**src/rtl/axis_accu_pkg.sv**
```systemverilog
// Shared types and constant helpers for the multi-lane AXI-Stream accumulator.
// Limits are built at a fixed wide width and sliced down to ACC_W by the user.
package axis_accu_pkg;

    typedef enum logic [1:0] {
        IDLE   = 2'd0,
        ACCUM  = 2'd1,
        DRAIN  = 2'd2,
        OUTPUT = 2'd3
    } accu_state_e;

    localparam int ACC_LIMIT_W = 128;

    // One extra bit per doubling of lanes keeps the beat sum exact.
    function automatic int beat_sum_w(input int elem_w, input int lanes);
        return elem_w + $clog2(lanes);
    endfunction

    function automatic logic [ACC_LIMIT_W-1:0] acc_max_val(input int acc_w);
        logic [ACC_LIMIT_W-1:0] v;
        v = '0;
        for (int i = 0; i < ACC_LIMIT_W; i++) begin
            v[i] = (i < acc_w - 1);
        end
        return v;
    endfunction

    function automatic logic [ACC_LIMIT_W-1:0] acc_min_val(input int acc_w);
        logic [ACC_LIMIT_W-1:0] v;
        v = '0;
        for (int i = 0; i < ACC_LIMIT_W; i++) begin
            v[i] = (i >= acc_w - 1);
        end
        return v;
    endfunction

endpackage

```
**src/rtl/axis_accumulator_mc_lane_adder.sv**
```systemverilog
// Masked sum of the signed lanes of one beat, registered as pipeline stage 1.
// A lane only contributes when every byte strobe covering it is set.
module axis_lane_adder
    import axis_accu_pkg::*;
#(
    parameter int DATA_W = 64,
    parameter int ELEM_W = 32,
    parameter int LANES  = DATA_W / ELEM_W
) (
    input  logic                                   sys_clk,
    input  logic                                   sys_rst_n,
    input  logic                                   beat_en,
    input  logic [DATA_W-1:0]                      tdata,
    input  logic [DATA_W/8-1:0]                    tkeep,
    output logic [beat_sum_w(ELEM_W, LANES)-1:0]   beat_sum_q,
    output logic                                   beat_vld_q
);

    localparam int SUM_W     = beat_sum_w(ELEM_W, LANES);
    localparam int LANE_KEEP = ELEM_W / 8;

    logic signed [SUM_W-1:0] masked_sum;
    logic        [SUM_W-1:0] beat_sum_d;
    logic                    beat_vld_d;

    always_comb begin
        masked_sum = '0;
        for (int l = 0; l < LANES; l++) begin
            if (&tkeep[l*LANE_KEEP +: LANE_KEEP]) begin
                masked_sum = masked_sum + SUM_W'($signed(tdata[l*ELEM_W +: ELEM_W]));
            end
        end
    end

    always_comb begin
        beat_sum_d = beat_sum_q;
        beat_vld_d = beat_en;
        if (beat_en) begin
            beat_sum_d = masked_sum;
        end
    end

    always_ff @(posedge sys_clk or negedge sys_rst_n) begin
        if (!sys_rst_n) begin
            beat_sum_q <= '0;
            beat_vld_q <= 1'b0;
        end else begin
            beat_sum_q <= beat_sum_d;
            beat_vld_q <= beat_vld_d;
        end
    end

endmodule

```
**src/rtl/axis_accumulator_mc.sv**
```systemverilog
// Multi-lane AXI-Stream accumulator: sums every kept signed element of a packet
// and returns one result beat per packet, with saturate or wrap on overflow.
module axis_accumulator_mc
    import axis_accu_pkg::*;
#(
    parameter int DATA_W   = 64,
    parameter int ELEM_W   = 32,
    parameter int LANES    = DATA_W / ELEM_W,
    parameter int ACC_W    = 48,
    parameter int SAT_MODE = 1
) (
    input  logic                sys_clk,
    input  logic                sys_rst_n,
    input  logic                accu_en,
    output logic                accu_finished,
    output logic                acc_ovf,
    input  logic                s_axis_tvalid,
    output logic                s_axis_tready,
    input  logic [DATA_W-1:0]   s_axis_tdata,
    input  logic [DATA_W/8-1:0] s_axis_tkeep,
    input  logic                s_axis_tlast,
    output logic                m_axis_tvalid,
    input  logic                m_axis_tready,
    output logic [DATA_W-1:0]   m_axis_tdata,
    output logic [DATA_W/8-1:0] m_axis_tkeep,
    output logic                m_axis_tlast
);

    localparam int KEEP_W = DATA_W / 8;
    localparam int SUM_W  = beat_sum_w(ELEM_W, LANES);

    localparam logic [ACC_LIMIT_W-1:0] ACC_MAX_FULL = acc_max_val(ACC_W);
    localparam logic [ACC_LIMIT_W-1:0] ACC_MIN_FULL = acc_min_val(ACC_W);
    localparam logic [ACC_W-1:0]       ACC_MAX      = ACC_MAX_FULL[ACC_W-1:0];
    localparam logic [ACC_W-1:0]       ACC_MIN      = ACC_MIN_FULL[ACC_W-1:0];

    accu_state_e             state_q, state_d;
    logic signed [ACC_W-1:0] acc_q, acc_d;
    logic                    ovf_q, ovf_d;
    logic                    s_tready_q, s_tready_d;
    logic                    m_tvalid_q, m_tvalid_d;
    logic [DATA_W-1:0]       m_tdata_q, m_tdata_d;

    logic                    s_hs;
    logic                    m_hs;
    logic [SUM_W-1:0]        beat_sum_q;
    logic                    beat_vld_q;
    logic signed [ACC_W:0]   wide_sum;
    logic                    wide_ovf;

    assign s_hs = s_axis_tvalid & s_tready_q;
    assign m_hs = m_tvalid_q & m_axis_tready;

    axis_lane_adder #(
        .DATA_W (DATA_W),
        .ELEM_W (ELEM_W),
        .LANES  (LANES)
    ) u_lane_adder (
        .sys_clk    (sys_clk),
        .sys_rst_n  (sys_rst_n),
        .beat_en    (s_hs),
        .tdata      (s_axis_tdata),
        .tkeep      (s_axis_tkeep),
        .beat_sum_q (beat_sum_q),
        .beat_vld_q (beat_vld_q)
    );

    // One guard bit above ACC_W; disagreement with the ACC_W sign means overflow,
    // and the guard bit alone tells which limit was crossed.
    always_comb begin
        wide_sum = (ACC_W+1)'(acc_q) + (ACC_W+1)'($signed(beat_sum_q));
        wide_ovf = wide_sum[ACC_W] ^ wide_sum[ACC_W-1];
    end

    always_comb begin
        state_d    = state_q;
        acc_d      = acc_q;
        ovf_d      = ovf_q;
        m_tvalid_d = m_tvalid_q;
        m_tdata_d  = m_tdata_q;

        if (beat_vld_q) begin
            acc_d = wide_sum[ACC_W-1:0];
            if (wide_ovf) begin
                ovf_d = 1'b1;
                if (SAT_MODE != 0) begin
                    acc_d = wide_sum[ACC_W] ? ACC_MIN : ACC_MAX;
                end
            end
        end

        unique case (state_q)
            IDLE: begin
                if (s_hs) begin
                    acc_d   = '0;
                    ovf_d   = 1'b0;
                    state_d = s_axis_tlast ? DRAIN : ACCUM;
                end
            end
            ACCUM: begin
                if (s_hs && s_axis_tlast) begin
                    state_d = DRAIN;
                end
            end
            DRAIN: begin
                if (!beat_vld_q) begin
                    state_d    = OUTPUT;
                    m_tvalid_d = 1'b1;
                    m_tdata_d  = DATA_W'(acc_q);
                end
            end
            OUTPUT: begin
                if (m_hs) begin
                    state_d    = IDLE;
                    m_tvalid_d = 1'b0;
                    m_tdata_d  = '0;
                end
            end
            default: state_d = IDLE;
        endcase

        s_tready_d = accu_en && ((state_d == IDLE) || (state_d == ACCUM));
    end

    always_ff @(posedge sys_clk or negedge sys_rst_n) begin
        if (!sys_rst_n) begin
            state_q    <= IDLE;
            acc_q      <= '0;
            ovf_q      <= 1'b0;
            s_tready_q <= 1'b0;
            m_tvalid_q <= 1'b0;
            m_tdata_q  <= '0;
        end else begin
            state_q    <= state_d;
            acc_q      <= acc_d;
            ovf_q      <= ovf_d;
            s_tready_q <= s_tready_d;
            m_tvalid_q <= m_tvalid_d;
            m_tdata_q  <= m_tdata_d;
        end
    end

    assign s_axis_tready = s_tready_q;
    assign m_axis_tvalid = m_tvalid_q;
    assign m_axis_tdata  = m_tdata_q;
    assign m_axis_tkeep  = {KEEP_W{m_tvalid_q}};
    assign m_axis_tlast  = m_tvalid_q;
    assign acc_ovf       = ovf_q;
    assign accu_finished = m_hs;

endmodule

```
**config.mk**
```make
export PLATFORM = sky130hd
export DESIGN_NAME = axis_accumulator_mc
export DESIGN_NICKNAME = d
export VERILOG_FILES = /design/src/rtl/axis_accu_pkg.sv /design/src/rtl/axis_accumulator_mc_lane_adder.sv /design/src/rtl/axis_accumulator_mc.sv
export SDC_FILE = /design/constraint.sdc
export NUM_CORES = 1
export LEC_CHECK = 0
export CORE_MARGIN = 1.5
export CORE_UTILIZATION = 55
export DETAILED_ROUTE_END_ITERATION = 16
export GPL_TIMING_DRIVEN = 0
export PLACE_DENSITY = 0.89
export RECOVER_POWER = 25
export SLEW_MARGIN = 10
export SYNTH_ARGS = -nofsm -noshare
export SYNTH_HDL_FRONTEND = slang
export SYNTH_SLANG_ARGS = --single-unit
```
**constraint.sdc**
```tcl
create_clock -name sys_clk -period 4.05 [get_ports sys_clk]
set_clock_uncertainty 0.15 [all_clocks]
set_input_delay 1.0125 -clock sys_clk [delete_from_list [all_inputs] [get_ports sys_clk]]
set_output_delay 1.0125 -clock sys_clk [all_outputs]
set_load 0.02 [all_outputs]
```
# Yosys cells after proc, flatten, opt, wreduce, memory -nomap -nowiden
# Index checks and enable logic that the tools add are counted.
# W data, S select, Z words.
dict set report classes {
  eq_ne 6
  addsub 2
  reduce_logical 9
  n_bitwise 3
  mux 23
}
# operator count
set op_table {}
lappend op_table {{$mux W48} 5}
lappend op_table {{$mux W64} 2}
lappend op_table {{$pmux W64 S2} 1}
lappend op_table {{$mux W33} 2}
lappend op_table {{$add A48 B33 Y49} 1}
lappend op_table {{$add A33 B32 Y33} 1}
lappend op_table {{$mux W2} 5}
lappend op_table {{$pmux W2 S4} 1}
lappend op_table {{$reduce_and A4 Y1} 2}
lappend op_table {{$mux W1} 6}
lappend op_table {{$eq A2 B1 Y1 const B} 2}
lappend op_table {{$eq A2 B2 Y1 const B} 2}
lappend op_table {{$logic_not A2 Y1} 2}
lappend op_table {{$ne A2 B2 Y1 const B} 2}
lappend op_table {{$reduce_and A3 Y1} 1}
lappend op_table {{$and A1 B1 Y1} 2}
lappend op_table {{$logic_and A1 B1 Y1} 2}
lappend op_table {{$pmux W1 S2} 1}
lappend op_table {{$reduce_bool A2 Y1} 1}
lappend op_table {{$logic_or A1 B1 Y1} 1}
lappend op_table {{$xor A1 B1 Y1} 1}
dict set report totals {
  elab_cells 51
  register_bits 151
  out_inout_bits 77
  input_bits 78
}

# Longest topological paths before layout
# Gate-level depths: netlist (run 1).
dict set report depth {
  word_depth 7
  mapped_depth 15
  depth_no_buf 14
}

# By module
# From an unflattened synthesis (run 1), not the netlist that was laid out.
dict set report unflattened {
  hier_cells 1231
  hier_area_um2 10467.5
}
# mod area_per_inst_um2 instances seq_area_each_um2 cells_per_inst
set by_module_without_submodules {}
lappend by_module_without_submodules {axis_accumulator_mc 7071.8 1 2527.4 804}
lappend by_module_without_submodules {axis_lane_adder 3395.8 1 850.8 427}

# Worst setup path after synthesis (run 1)
# No wires, ideal clock.
dict set report synth_timing {
  path_type {input -> register}
  start {input s_axis_tkeep[2]}
  end {register u_lane_adder.beat_sum_q[28]}
  path_buffers 1
  arrival_ps 4022
  cell_stages 15
  setup_slack_ps -192
  path_cell_list {and4_1 clkbuf_1 and2_1 ha_1 fa_1 a21o_1 a21oi_1 o21a_1 o21ai_1 nand3_1 a21boi_1 o41ai_1 o21ai_1 or3_1 nand3_1}
}
dict set report synth_via {
  elab_chain_cells 4
}
# item line
set synth_lines {}
lappend synth_lines {{start, declared} axis_accumulator_mc.sv:20} ;# input logic [DATA_W/8-1:0] s_axis_tkeep,
lappend synth_lines {{$reduce_and A4 Y1 *} axis_accumulator_mc_lane_adder.sv:29} ;# if (&tkeep[l*LANE_KEEP +: LANE_KEEP]) begin
lappend synth_lines {{$mux W33 *} axis_accumulator_mc_lane_adder.sv:29}
lappend synth_lines {{$add A33 B32 Y33} axis_accumulator_mc_lane_adder.sv:30} ;# masked_sum = masked_sum + SUM_W'($signed(tdata[l*ELEM_W +: ELEM_W]));
lappend synth_lines {{$mux W33 *} axis_accumulator_mc_lane_adder.sv:29}
lappend synth_lines {{end signal, assigned} axis_accumulator_mc_lane_adder.sv:48} ;# beat_sum_q <= beat_sum_d;
lappend synth_lines {{end, declared} axis_accumulator_mc_lane_adder.sv:15} ;# output logic [beat_sum_w(ELEM_W, LANES)-1:0] beat_sum_q,
# Every way passes the cells marked *; elsewhere a longest branch is shown, timed or not.
# A chain may end at the register's enable or synchronous reset.

# Final worst setup path (run 1)
dict set report layout_timing {
  start {input s_axis_tkeep[2]}
  end {register u_lane_adder.beat_sum_q[30]}
}
# The elaborated chain is that of the path after synthesis.

==> results, run 1 <==
- Of the synthesized area, sequential elements account for 32.40%.
- The number of placement rows is 50.
- In the final design database the tool counted 1,570 nets.
- Headroom to the max-slew limit came out at -1.466%.
- At the worst endpoint, the arrival time is 4070 ps.
- The cell sitting at the root of the clock tree is a sky130_fd_sc_hd__clkbuf_16.
- For this run the aggregate overflow at the end of global routing stands at 0.
- From synthesis to final layout, the design area changed by 27.59%.
- The global placement routability congestion is 0.9594.
- The sort of element at the end of the critical path is a flip-flop.
- The total die area is 19,790 um2.
- The routing layer with the top usage in global route is met2.
- Prior to clock tree synthesis, the placed netlist has a worst setup slack of -899.2 ps.
- The largest incremental delay on the critical path is 400 ps.
- The proportion of synthesized flip-flops having asynchronous set or reset is 100.0%.
- Global routing consumed, on the met1 layer, 38.97% of the routing resources.
- The worst flop-to-flop path startpoint is acc_q[1].
- For this design the static power due to leakage is 0.005847 uW.
- For this run, the leading register cell type out of synthesis is sky130_fd_sc_hd__dfrtp_1.
- The mean instance size in the synthesized netlist is 8.505 um2.
- Measured in cells, the most critical reg-to-reg path has a length of 13.
- Counting flops with a built-in enable in the synthesized netlist gives 0.
- In the finished design, the share of the clock period the worst path needs comes to 96.37%.
- The number of instances in the synthesized netlist is 1,226.
- The area of the mapped netlist is 10,430 um2.
- Across the run, the number of max-cap violations was 2.
- The number of different library cells used by synthesis comes to 73.
- The total I/O pin count is 155.
- By area the synthesized netlist is led by sky130_fd_sc_hd__dfrtp_1 32%, sky130_fd_sc_hd__ha_1 9.6%, sky130_fd_sc_hd__a21oi_1 6.8%, sky130_fd_sc_hd__o21ai_0 4.1%, sky130_fd_sc_hd__a22o_1 4.0%.
- Clock-pin slew was measured on the worst setup and hold paths at 60 ps.
- The routing usage on met3 is 4.755%.
- Once detail routing completed, the nets flagged for antenna violations numbered 0.
- Of all nets on the critical path, the largest fanout is 10.
- The flop-to-flop setup slack is 190 ps.
- For this run, the number of Yosys warnings is 0.
- Synthesis inferred 135 register bits.
- The measured slew at the worst slew-check pin is 1522 ps.
- The pin count of the biggest net entering global routing is 72.
- The startpoint of the most critical setup path is s_axis_tkeep[2].
- The worst setup path category is input pin to flip-flop.
- The most repeated library cell on the critical path is sky130_fd_sc_hd__buf_4.
- The checks that failed: capacitance limit, slew limit.
- The critical path's top delay family is simple AND/OR/NAND/NOR gates.
- The number of clock sinks is 135.
- Once the floorplan was initialized, standard cells occupied 55.93% of the core.
- The first routing iteration left 636 violations.
- The total routing usage reported by global routing is 29.91%.
- Setup slack closes at 146.8 ps.
- The worst register-to-register path ends at acc_q[45].
- In the final layout, the share of cells above drive strength 1 is 11.10%.
- The sum of buffers and inverters on the critical path is 4.
- Setup repair after global routing left no endpoint under its margin.
- The final total power is 9003 uW.
- The kind of path behind the tightest hold check is flip-flop to flip-flop.
- The number of fill cells is 1,385.
- The required time of the critical path is 4210 ps.
- The antenna cell count is 0.
- Measured along the x axis, the die boundary spans 140.7 um.
- The most frequent cell after synthesis is sky130_fd_sc_hd__a21oi_1.
- The clock passes through at most 2 buffers.
- Traced cell by cell, the critical path runs through dlymetal6s2s_1, and4_4, buf_4, and2_1, ha_2, nand4_1, buf_4, nor3b_1, nand3_2, buf_4, a21oi_1, o31ai_1, a21oi_1, mux2i_1, nand2_1.
- The total length of routed wires is 29,700 um.
- The met2 capacity usage during global routing is 49.52%.
- Once layout is complete, the cells apart from fillers number 1,657.
- The number of global-route vias before repair is 9,600.
- Before antenna repair, the detailed router went through 5 iterations.
- The cell count after placement is 1,615.
- The number of antenna violations at the first check in global routing was 0.
- The die is 140.7 um tall.
- The routed layout has 10,130 vias.
- The number of H-tree levels is 4.
- The number of hold-slack violations in the final timing report is 0.
- The synthesized design devotes to its leading area cell type 32.40% of total area.
- The largest individual stage delay along the critical path comes from the cell sky130_fd_sc_hd__ha_2.
- The synthesized net count is 1,386.
- The first global-routing pass estimated 47,470 um of wire.
- In the routed design, unresolved DRC markers number 0.
- Hold timing on the final database bottoms out at a slack of 342.8 ps.
- The synthesized design spends more area on one cell type than any other, namely sky130_fd_sc_hd__dfrtp_1.
- The number of vias per cell after detailed routing is 6.111.
- The flow ran to the end, but the final reports show violations.
- The endpoint of the worst setup timing path is u_lane_adder.beat_sum_q[30].
- The maximum resistive drop on vdd is 0.2773 mV.
- Setup violations remaining at the end of the flow were counted as 0.
- The launching element type of the critical path is an input pin.
- Dividing the detail-routed wire length by the instance count gives 17.93 um.
- After synthesis, the most frequently instantiated cells are 141 x sky130_fd_sc_hd__a21oi_1, 135 x sky130_fd_sc_hd__dfrtp_1, 107 x sky130_fd_sc_hd__nand2_1.
- The final period demand of the worst path is 3903 ps.
- The count of pins over their slew limit is 138.
- After floorplanning, the core was sized to cover 18,640 um2.
- TritonCTS built the clock tree.
- At the later pin of the worst-skew pair, clock insertion delay measures 430 ps.
- Port buffering added 154 buffers.
- The number of buffers created by CTS is 17.
- The detailed-placement wirelength estimate is 22,320 um.
- The cell depth of the worst setup path is 15.
- Dividing total power by cell area gives a power density of 676.7 nW/um2.
- For this run, the top clock speed supported by timing is 0.2562 GHz.
==> what timing repair did <==
action | 4_1_cts | 5_1_grt
pin swaps | 9 | 21
buffers inserted | 6 | 4
cloned | 0 | 1
endpoints found under the setup margin | 26 | 36
hold buffers | 0 | 0
endpoints found under the hold margin | 0 | 0
gates resized for setup | 20 | 48
==> worst register-to-register path, delay by kind of cell, from the launching register on <==
kind / cells / cell delay [ps]
fa+ha+maj: 1 / 350
compound gates: 9 / 2220
flops: 1 / 450
buf+inv: 3 / 580
==> cells by family (layout without fill, tap and decap cells) <==
group	Yosys count	in the layout	share of synthesized area (%)
DFF	135	135	32.40
and+or+nand+nor	335	335	15.30
xor gates and xnor gates	65	65	5.640
adders and majority gates	104	104	12.36
AOI/OAI and AO/OA	459	459	27.98
buffers and inverters	121	318	5.651
muxes	7	7	0.6720
==> routing by layer <==
metal | up-vias | share of wire, %
met5 | - | 0
met4 | 0 | 3.2
met3 | 73 | 7.0
met2 | 454 | 47
met1 | 4761 | 42
li1 | 4838 | -
==> power by group <==
group          switching (uW)  internal [uW]  total, uW
Sequential                480           1860       2340
Combinational            2750           2200       4960
Clock                     635           1070       1710
==> cells in the final DEF (no fill, tap or decap), drive strengths merged, types with 28 or more instances in the layout <==
cell / count
and2: 35
dfrtp: 135
nor2: 83
clkbuf: 66
a21oi: 141
clkdlybuf4s50: 149
nand2: 108
a21o: 28
ha: 80
a22o: 48
inv: 36
o21ai: 125
xnor2: 42
buf: 53
==> stage by stage <==
step | cell area, um2 | TNS [ps] | util (%)
2_1_floorplan | 10440 | 0 | -
3_3_place_gp | 12280 | -460660 | 65.85
3_5_place_dp | 12310 | -13400 | 66.01
4_1_cts | 13070 | 0 | 70.11
5_1_grt | 13300 | 0 | 71.36
6_report | 13300 | 0 | 71.36
==> registers in the layout (all words and copies together), names as in the netlist <==
name,count
s_axis_tready,1
state_q,2
u_lane_adder.beat_vld_q,1
u_lane_adder.beat_sum_q,33
m_axis_tlast,1
acc_ovf,1
acc_q,48
m_axis_tdata,48
==> how the worst min path moves through the flow <==
stage	start	slack, ps	cells after the start	endpoint
6_report	u_lane_adder.beat_sum_q[16]	340	2	u_lane_adder.beat_sum_q[16]
2_1_floorplan	u_lane_adder.beat_sum_q[10]	300	2	u_lane_adder.beat_sum_q[10]
5_1_grt	u_lane_adder.beat_sum_q[16]	360	2	u_lane_adder.beat_sum_q[16]
3_5_place_dp	m_axis_tdata[0]	330	1	m_axis_tdata[0]
4_1_cts	u_lane_adder.beat_sum_q[16]	350	2	u_lane_adder.beat_sum_q[16]
3_3_place_gp	u_lane_adder.beat_sum_q[22]	320	2	u_lane_adder.beat_sum_q[22]
==> final cells by class <==
type / count / area (um2) / share of cell area, %
Inverter: 33 / 123.9 / 0.9311
Clock inverter: 13 / 193.9 / 1.458
Tap cell: 234 / 292.8 / 2.201
Buffer: 87 / 486.7 / 3.658
Multi-Input combinational cell: 970 / 6723 / 50.53
Clock buffer: 19 / 452.9 / 3.404
Timing Repair Buffer: 166 / 1652 / 12.41
Sequential cell: 135 / 3379 / 25.40
Power figures use the tool's default switching activity.
==> run 2, diff against run 1 <==
Settings changed: CORE_MARGIN 1.5 to default.
==> results, run 2 (synthesis gave the netlist of run 1 again) <==
- The clock tree from TritonCTS is done.
- Setup repair after global routing left no endpoint under its margin.
- At the end of the flow, the number of nets in the layout was 1,574.
- The number of vias after detailed routing is 10,300.
- The largest incremental delay on the critical path is 480 ps.
- In this run the tightest slew margin relative to its limit is -5.322%.
- The maximum resistive drop on vdd is 0.2895 mV.
- After routing, the total negative slack on setup checks comes to 0 ps.
- The cell count after placement is 1,610.
- For this run, the total global-route usage over all layers was measured as 30.50%.
- The core region is 18,270 um2.
- The slowest stage of the critical path is the sky130_fd_sc_hd__o41ai_4 cell.
- The cts-stage hold buffer count is 0.
- For this run the aggregate overflow at the end of global routing stands at 0.
- The width of the die is 139.7 um.
- The clock-pin slew reported for the worst setup and hold paths after clock tree synthesis is 60 ps.
- Entering global routing, the biggest net connects 71 pins.
- The number of buffers and inverters on the critical path is 2.
- The number of hold-slack violations in the final timing report is 0.
- The count of pins over their slew limit came to 137.
- After detailed routing, the average wire length per cell comes to 18.29 um.
- The number of global-route vias before repair is 9,636.
- The port buffer count is 154.
- Counting the fill cells in the layout gives 1,374.
- The first global-routing pass estimated 48,050 um of wire.
- In this design, the largest share of critical-path delay is due to compound AO/OA/AOI/OAI gates.
- After floorplanning, the core was divided into 49 placement rows.
- For this run, the number of standard cells in the final layout without fillers is 1,656.
- The cell at the root of the clock tree is sky130_fd_sc_hd__clkbuf_16.
- The iteration-0 DRC count of the detailed router is 835.
- The utilization of the core after routing is 72.48%.
- By startpoint and endpoint, the worst setup path is classified as input pin to flip-flop.
- The max-capacitance violation count is 2.
- The checks that failed: capacitance limit, slew limit.
- The analysis attributes to cell leakage a power of 0.005845 uW.
- The worst setup path is captured at a flip-flop.
- The instance area at placement is 12,300 um2.
- The number of vias per cell after detailed routing is 6.217.
- The die covers 19,510 um2.
- For this design the top-level I/O count stands at 155.
- The final worst-path cycle share is 96.36%.
- The total length of routed wires is 30,290 um.
- The required time of the critical path is 4210 ps.
- After detailed routing, the number of remaining DRC violations is 0.
- The count of nets left with antenna violations once routing finished came out at 0.
- From synthesis to final layout, the design area changed by 26.99%.
- The number of antenna diodes in the final layout is 0.
- The worst endpoint data arrival time is 4060 ps.
- The worst-case clock buffer depth is 2.
- The global placement routability congestion is 0.9377.
- The flow ran to the end, but the final reports show violations.
- Clock latency on the worst-skew pair, taken at its later pin, is 430 ps.
- The number of H-tree levels is 4.
- The final period demand of the worst path is 3903 ps.
- The post-route cell area is 13,240 um2.
- STA classifies the critical path startpoint as an input pin.
- The number of buffers created by CTS is 17.
- Based on the critical path, the design can be clocked at up to 0.2562 GHz.
- The detailed-placement wirelength estimate is 22,510 um.
- The critical-path maximum fanout is 6.
- The kind of path behind the tightest hold check is flip-flop to flip-flop.
- The total of endpoints with negative setup slack in the final report is 0.
- For this design the ratio of total power to cell area is 673.6 nW/um2.
- The number of antenna violations at the first check in global routing is 0.
- The chip height is 139.7 um.
- Of the cells placed in the final design, the portion with a size suffix greater than 1 is 10.79%.
- The iteration count of the initial detailed-routing pass is 7.
- Counting every sink on the clock net gives 135.
- At the pin with the least slew margin, the transition time is 1580 ps.
- The most common cell after layout, fill and taps aside is sky130_fd_sc_hd__clkdlybuf4s50_1.
- The library cells used most frequently in the layout, excluding fill and tap cells, are 149 x sky130_fd_sc_hd__clkdlybuf4s50_1, 136 x sky130_fd_sc_hd__a21oi_1, 134 x sky130_fd_sc_hd__dfrtp_1, 107 x sky130_fd_sc_hd__nand2_1, 84 x sky130_fd_sc_hd__o21ai_0.
- Walking the worst path, the cells encountered are dlymetal6s2s_1, and4_4, buf_8, and2_4, ha_4, fa_2, a21o_1, a21oi_2, o21a_1, o21ai_4, nand3_2, a21boi_4, o41ai_4, o21bai_1, mux2i_1, a221o_1.
- For this configuration, the core starts out at a cell density of 57.07%.
## run 2: worst paths after layout
kind	start	endpoint	slack, ps	cells after the start
max	s_axis_tkeep[1]	u_lane_adder.beat_sum_q[26]	150	16
min	u_lane_adder.beat_sum_q[14]	u_lane_adder.beat_sum_q[14]	340	2
max reg2reg	u_lane_adder.beat_sum_q[0]	acc_q[41]	160	13
min reg2reg	u_lane_adder.beat_sum_q[14]	u_lane_adder.beat_sum_q[14]	340	2
max in group asynchronous	sys_rst_n	m_axis_tdata[28]	700	2
min in group asynchronous	sys_rst_n	m_axis_tdata[2]	810	1
## run 2: timing repair
| item | 4_1_cts | 5_1_grt |
|---|---|---|
| gates resized for setup | 19 | 37 |
| pin swaps | 7 | 16 |
| cloned | 0 | 1 |
| endpoints found under the setup margin | 14 | 33 |
| buffers inserted | 5 | 8 |
## run 2: layer usage
metal / vias to the layer above / track usage, % / part of all wire [%]
li1: 4836 / - / -
met1: 4863 / 39.85 / 42
met2: 519 / 51.05 / 48
met3: 77 / 4.680 / 7.3
met4: 0 / 11.34 / 3.0
met5: - / 0 / 0
## run 2: layout make-up
type / count / area (um2) / area share [%]
plain buffers: 88 / 488.0 / 3.685
clock buffers: 20 / 456.7 / 3.449
clock inverters: 12 / 151.4 / 1.143
inverters: 33 / 123.9 / 0.9355
multi-input cells: 970 / 6681 / 50.46
flip-flops and latches: 135 / 3379 / 25.52
well taps: 229 / 286.5 / 2.164
repair buffers: 169 / 1674 / 12.64
## run 2: power by group
| group | switching (uW) | internal (uW) | total, uW |
|---|---|---|---|
| clock | 606 | 998 | 1600 |
| sequential | 483 | 1860 | 2340 |
| combinational | 2770 | 2210 | 4970 |
## run 2: metrics by stage
stage / total power [uW] / hold WS, ps / worst slack, ps
2_1_floorplan: 5654 / 303.8 / 44.90
3_3_place_gp: 7043 / 318.3 / -3273
3_5_place_dp: 7190 / 329.1 / -904.0
4_1_cts: 8853 / 342.1 / 7.766
5_1_grt: 9480 / 358.0 / 14.47
6_report: 8920 / 335.3 / 147.4
## run 2: worst reg2reg max path: stages (launching register included)
cell                       delay, ps
sky130_fd_sc_hd__dfrtp_1         430
sky130_fd_sc_hd__ha_1            240
sky130_fd_sc_hd__fa_1            440
sky130_fd_sc_hd__a211oi_1        290
sky130_fd_sc_hd__o21ai_2         160
sky130_fd_sc_hd__o21a_1          240
sky130_fd_sc_hd__nor3_2          280
sky130_fd_sc_hd__a211oi_4         90
sky130_fd_sc_hd__o311ai_4        350
sky130_fd_sc_hd__o41a_4          280
sky130_fd_sc_hd__nand2_1         210
sky130_fd_sc_hd__nand2_4         210
sky130_fd_sc_hd__buf_2           280
sky130_fd_sc_hd__o21ai_1         120
==> run 3, diff against run 2 <==
Settings changed: CORE_UTILIZATION 55 to 40, PLACE_DENSITY 0.89 to 0.7, SLEW_MARGIN 10 to 20.
==> results, run 3 (synthesis gave the netlist of run 1 again) <==
- The flow ran to the end, but the final reports show violations.
- The checks that failed: capacitance limit, slew limit.
- The die is 163.5 um wide.
- Setup repair after global routing left no endpoint under its margin.
- The cell sitting at the root of the clock tree is a sky130_fd_sc_hd__clkbuf_16.
- The number of global-route vias before repair is 9,206.
- The number of buffers created by CTS is 17.
- In the routed design, unresolved DRC markers number 0.
- The sink of the worst hold path is u_lane_adder.beat_sum_q[23].
- The startpoint identified for the worst register-to-register timing path is acc_q[0].
- The maximum clock frequency is 0.2616 GHz.
- The worst slew margin relative to its limit is -96.02%.
- The sort of element at the end of the critical path is a flip-flop.
- Setup violations remaining at the end of the flow were counted as 0.
- The detailed-placement wirelength estimate is 23,490 um.
- The number of hold-slack violations in the final timing report was 0.
- The clock tree from TritonCTS is done.
- The number of H-tree levels is 4.
- The power per cell area is 665.5 nW/um2.
- The clock latency at the later pin of the worst-skew pair is 430 ps.
- At the pin with the least slew margin, the transition time is 2940 ps.
- The die is 163.5 um tall.
- After detailed routing, the average wire length per cell comes to 17.18 um.
- The capturing point of the worst reg2reg path is acc_q[36].
- The routing layer with the top usage in global route is met2.
- For flop-to-flop paths, the worst setup slack is 230 ps.
- The worst hold path was traced through 2 stages.
- The largest incremental delay on the critical path is 430 ps.
- For the finished layout, the period the worst path requires is 3822 ps.
- STA puts the critical path data arrival time at 3980 ps.
- The iteration-0 DRC count of the detailed router is 564.
- Among all stages on the critical path, the largest delay is contributed by sky130_fd_sc_hd__fa_1.
- The first global-routing pass estimated 47,920 um of wire.
- The most common cell after layout, fill and taps aside is sky130_fd_sc_hd__clkdlybuf4s50_1.
- The effective utilization at floorplan is 41.05%.
- Cells fill 52.65% of the core in the end.
- The overflow left after global routing is 0.
- The launching element type of the critical path is a flip-flop.
- The area of the core region is 25,400 um2.
- The number of antenna diodes in the final layout is 0.
- The number of placement rows is 58.
- The total routing usage reported by global routing is 22.72%.
- In the global route stage, met1 resource usage came out at 31.03%.
- The number of vias after detailed routing is 9,716.
- The max-capacitance violation count is 1.
- The clock-pin slew reported for the worst setup and hold paths after clock tree synthesis is 60 ps.
- The share of post-route cells with drive strength above 1 is 10.60%.
- The area growth from synthesis to layout is 28.25%.
- Clock tree synthesis found a total of 135 sinks.
- The leakage power is 0.005837 uW.
- In the layout the commonest cells are 149 x sky130_fd_sc_hd__clkdlybuf4s50_1, 138 x sky130_fd_sc_hd__a21oi_1, 134 x sky130_fd_sc_hd__dfrtp_1, 107 x sky130_fd_sc_hd__nand2_1.
- The port buffer count is 154.
- The number of vias per cell after detailed routing is 5.539.
- The worst-case clock buffer depth is 2.
- The number of cell instances on the worst register-to-register path is 13.
- Of all nets on the critical path, the largest fanout is 10.
- The number of nets at the end of the flow is 1,571.
- During I/O placement, the number of pins put on the boundary was 155.
- The worst setup path category is flip-flop to flip-flop.
- The maximum resistive drop on vdd is 0.3585 mV.
- The hold path startpoint is u_lane_adder.beat_sum_q[23].
- The required time of the critical path is 4200 ps.
- The total length of routed wires is 30,130 um.
- The pin count of the biggest net entering global routing is 83.
- The critical path goes through ha_1, fa_1, a211oi_1, o21ai_2, o21a_1, nor3_2, a211oi_4, o311ai_4, o41a_4, nand2_1, nand2_4, clkbuf_4, o21ai_1.
- The routing usage on met3 is 2.946%.
- The kind of path behind the tightest hold check is flip-flop to flip-flop.
- The met2 capacity usage during global routing is 37.48%.
- Dividing the final minimum period by the clock period gives 94.37%.
- The iteration count of the initial detailed-routing pass is 5.
- The die covers 26,720 um2.
- Counting tap cells, the placed design contains a total of 1,711 instances.
- The congestion estimate from routability-driven global placement came to 0.8998.
- In this run the remaining antenna-violating nets after routing total 0.
- The count of pins over their slew limit is 54.
- The number of antenna violations at the first check in global routing is 0.
- Once layout is complete, the cells apart from fillers number 1,754.
## run 3: changes by cell type in the layout (fill, tap and decap cells not counted), sizes merged
cell	delta
buf	-3
clkbuf	-3
inv	+6
clkinv	-3
## run 3: worst max-delay path by stage
| stage | start | slack (ps) | cells after the start | endpoint |
|---|---|---|---|---|
| floorplan | s_axis_tkeep[2] | 40 | 15 | u_lane_adder.beat_sum_q[28] |
| global placement | sys_rst_n | -3570 | 1 | u_lane_adder.beat_sum_q[29] |
| detailed placement | s_axis_tkeep[2] | -910 | 13 | u_lane_adder.beat_sum_q[28] |
| CTS | s_axis_tkeep[2] | 10 | 15 | u_lane_adder.beat_sum_q[25] |
| global route | u_lane_adder.beat_sum_q[0] | 20 | 13 | acc_q[36] |
| finish | acc_q[0] | 230 | 13 | acc_q[36] |
## run 3: worst max-delay path, delay by kind of cell, from the launching register on
kind	cells	cell delay [ps]
adders and majority gates	2	680
AOI/OAI and AO/OA	7	1530
DFF	1	400
and+or+nand+nor	3	660
buffers and inverters	1	270
## run 3: per-layer routing
layer / vias up / share of wire (%)
met3: 39 / 4.4
li1: 4836 / -
met2: 277 / 47
met1: 4564 / 47
met5: - / 0
met4: 0 / 1.8
## run 3: through the flow
stage	setup slack, ps	total power [uW]	setup TNS [ps]	instance area (um2)	hold WS (ps)
after CTS	14.11	8904	0	13220	347.1
final	228.0	8899	0	13370	340.0
after global placement	-3575	7143	-493820	12400	318.8
after detailed placement	-913.6	7215	-13600	12430	333.3
after floorplan	44.90	5654	0	10440	303.8
after global routing	18.19	9518	0	13370	359.2
## run 3: final cells by class
type | instances | area, um2
Buffer | 88 | 494.2
Multi-Input combinational cell | 970 | 6670
Sequential cell | 135 | 3379
Clock buffer | 17 | 425.4
Fill cell | 2391 | 12030
Tap cell | 330 | 412.9
Inverter | 33 | 123.9
Timing Repair Buffer | 166 | 1673
Clock inverter | 15 | 193.9
## run 3: report_power, final
group	total, uW	switching (uW)	internal (uW)
registers	2330	476	1860
logic	4920	2710	2200
clock network	1650	661	986
total	8900	3850	5050
## run 3: repair_timing
item | in CTS | in global routing
pin swaps | 8 | 16
endpoints found under the setup margin | 26 | 31
hold buffers | 0 | 0
gates cloned | 0 | 1
buffers inserted | 6 | 4
gates resized for setup | 26 | 30
==> RTL change (flow settings as in run 2) <==
`ELEM_W` is set to 32 in 2 places; all go to 64.
--- a/src/rtl/axis_accumulator_mc_lane_adder.sv
+++ b/src/rtl/axis_accumulator_mc_lane_adder.sv
@@ -5,5 +5,5 @@
 #(
     parameter int DATA_W = 64,
-    parameter int ELEM_W = 32,
+    parameter int ELEM_W = 64,
     parameter int LANES  = DATA_W / ELEM_W
 ) (
--- a/src/rtl/axis_accumulator_mc.sv
+++ b/src/rtl/axis_accumulator_mc.sv
@@ -5,5 +5,5 @@
 #(
     parameter int DATA_W   = 64,
-    parameter int ELEM_W   = 32,
+    parameter int ELEM_W   = 64,
     parameter int LANES    = DATA_W / ELEM_W,
     parameter int ACC_W    = 48,
Formal check against the unedited RTL: not equivalent (Yosys sat finds a counterexample within 4 cycles, from zero or initial values and one cycle with sys_rst_n low).
==> RTL change against run 2 <==
- the run still ends with capacitance limit, slew limit left
- synthesized area is 15% lower
- wire length fell by 25%
- worst setup slack improved by 0.021 ns
- via count shrank 26%
- first-iteration DRC count fell by 33%
- design area down 15%
- total power decreased by 15%
- sequential cell count rose by 16
- critical path type is now register to register
- critical endpoint is now acc_q[45]
- largest cell class unchanged
- largest power group unchanged
- highest routed layer unchanged
==> RTL change: results (changes against run 2) <==
Setup path
  • Crit path from: acc_q[0] (was s_axis_tkeep[1])
  • CP delay by family, top: compound AO/OA/AOI/OAI gates (unchanged)
  • Register-to-Register Path Depth: 14 (was 13)
  • Reg2reg end: acc_q[45] (was acc_q[41])
  • Worst Setup EP: acc_q[45] (was u_lane_adder.beat_sum_q[26])
  • CP max FO: 5 (was 6)
  • Arr. time, crit path: 4.05 ns (was 4.06 ns)
  • Critical path's slowest cell: a2111o_1 (was o41ai_4)
  • CP peak stage delay: 0.48 ns (about the same)
  • Flop2flop setup slack: 0.17 ns

Drt
  • DRT Wirelength: 22.8 mm (was 30.3 mm)
  • DRT iter0 DRCs: 562 (was 835)
  • Post-DR wirelength/cell: 17.9 um (was 18.3 um)
  • Vias: 7660 (was 10295)
  • Initial DRT Pass Iterations: 7 (unchanged)

Global routing
  • First-pass GRT wire length: 37.0 mm (was 48.1 mm)
  • Pin count of the biggest net entering global routing: 109 (was 71)
  • Total Routing Usage GR: 28.9% (was 30.5%)
  • Initial antenna violation count: 0 (unchanged)
  • Number of global-route vias before repair: 7172 (was 9636)

Worst hold path
  • HP Class: register to register (unchanged)

Synthesis
  • Top cells by area, synth: dfrtp_1, a22o_1, ha_1 (was dfrtp_1, ha_1, a21oi_1)
  • Net count after synthesis: 1012 (was 1386)
  • Post-synth EDFFs: 0 (unchanged)
  • Yosys warnings: 0 (unchanged)
  • Post-synth ARST share: 100% (unchanged)
  • Gate Count Post-Synth: 885 (was 1226)
  • Top FF cell, synth: dfrtp_1 (unchanged)
  • Post-synthesis cell type count: 68 (was 73)
  • Most frequent cells after synthesis: dfrtp_1, a22o_1, o21ai_0 (was a21oi_1, dfrtp_1, nand2_1)
  • Seq/Total Area, Yosys: 42.6% (was 32.4%)

Place
  • IO buf count: 139 (was 154)
  • Post-place setup slack: -0.161 ns (was -0.904 ns)
  • HPWL reported at the end of detailed placement: 16.5 mm (was 22.5 mm)
  • Total placed instance area: 0.0106 sq mm (was 0.0123 sq mm)
  • Placer Congestion: 0.914 (was 0.938)

Finish
  • ANT cells: 0 (unchanged)
  • Max FFs per register: 49
  • Share of post-route cells with drive strength above 1: 12.8% (was 10.8%)
  • Reg with most FFs: u_lane_adder.beat_sum_q
  • Fin nets: 1174 (was 1574)

Timing
  • Finish-stage setup viols: 0 (unchanged)
  • Worst slew pin tran: 2.23 ns (was 1.58 ns)
  • Fin. max-slew vios: 45 (was 137)
  • F_max: 258 MHz (was 256 MHz)

Clocking
  • Clk root buf: clkbuf_16 (unchanged)
  • Clk_lat worst skew: between 0.4 and 0.5 ns
  • CTS clock-pin slew for the worst setup and hold paths: 0.06 ns (about the same)
  • Max H-tree Level: 4 (unchanged)
  • CTS Buf Count: 17 (unchanged)
  • CTS Buffer Depth: 2 (unchanged)

Status
  • Outcome: complete, but fails checks (unchanged)
  • Failing checks: capacitance limit, slew limit (unchanged)

Power and ir drop
  • Leakage: 5.15 nW (was 5.85 nW)
  • Switching pwr: 0.00301 W (was 0.00386 W)
  • Maximum vdd drop: 0.433 mV (was 0.289 mV)

Job
  • Max Cap Viol: 1 (was 2)
## RTL change: cell count changes after synthesis, sizes merged, moves of 14 or more
| cell | run 2 | this run |
|---|---|---|
| ha | 80 | 48 |
| nor2 | 83 | 62 |
| xnor2 | 42 | 23 |
| and2 | 35 | 5 |
| a21oi | 141 | 107 |
| nand2 | 108 | 45 |
| inv | 33 | 14 |
| maj3 | 22 | 2 |
| o21ai | 125 | 76 |
| a22o | 48 | 98 |
| dfrtp | 135 | 151 |
| nor3 | 24 | 10 |
## RTL change: power by group through the flow
stage / Combinational [W] / Sequential, W / Clock [W]
2_1_floorplan: 0.00214 / 0.00252 / 0
6_report: 0.00356 / 0.00238 / 0.00167
4_1_cts: 0.00354 / 0.00237 / 0.00168
3_3_place_gp: 0.00339 / 0.00237 / 0
5_1_grt: 0.00385 / 0.00243 / 0.00175
3_5_place_dp: 0.00348 / 0.00239 / 0
## RTL change: routing by layer
layer	wire length [um]	vias to the layer above	GRT usage, %	part of all wire [%]
li1	-	3605	-	-
met2	10300	298	45.0	45
met4	652	0	10.9	2.9
met3	1570	46	6.36	6.9
met5	0	-	0	0
met1	10300	3711	39.5	45
## RTL change: timing repair
action                     4_1_cts  5_1_grt
gates resized for setup          1        4
pin swaps                        1        1
setup endpoints to repair       43       44
setup buffers                    3        0
## RTL change: area by class of cell
class / instances / area (sq um)
well taps: 216 / 270
clock buffers: 20 / 457
inverters: 14 / 52.6
flip-flops and latches: 151 / 3780
plain buffers: 78 / 492
multi-input cells: 642 / 4570
repair buffers: 143 / 1420
clock inverters: 10 / 153
fillers: 1159 / 4630
## RTL change: worst min path at each step
| stage | cells past startpoint | to | from | slack, ns |
|---|---|---|---|---|
| global placement | 1 | m_axis_tdata[17] | m_axis_tdata[17] | 0.33 |
| detailed placement | 1 | m_axis_tdata[4] | m_axis_tdata[4] | 0.34 |
| CTS | 1 | m_axis_tdata[43] | sys_rst_n | 0.31 |
| floorplan | 1 | u_lane_adder.beat_sum_q[0] | u_lane_adder.beat_sum_q[0] | 0.33 |
| finish | 1 | m_axis_tdata[4] | m_axis_tdata[4] | 0.35 |
| global route | 1 | m_axis_tdata[9] | m_axis_tdata[9] | 0.36 |
## RTL change: logic make-up (layout without fill, tap and decap cells)
kind of cell    count (synthesis)  in the layout  synth area share [%]
compound gates                372            372                  30.4
simple gates                  175            175                  9.28
flops                         151            151                  42.6
buf+inv                        92            265                  6.14
fa+ha+maj                      51             51                  7.22
xor+xnor                       43             43                  4.25
mux                             1              1                 0.113
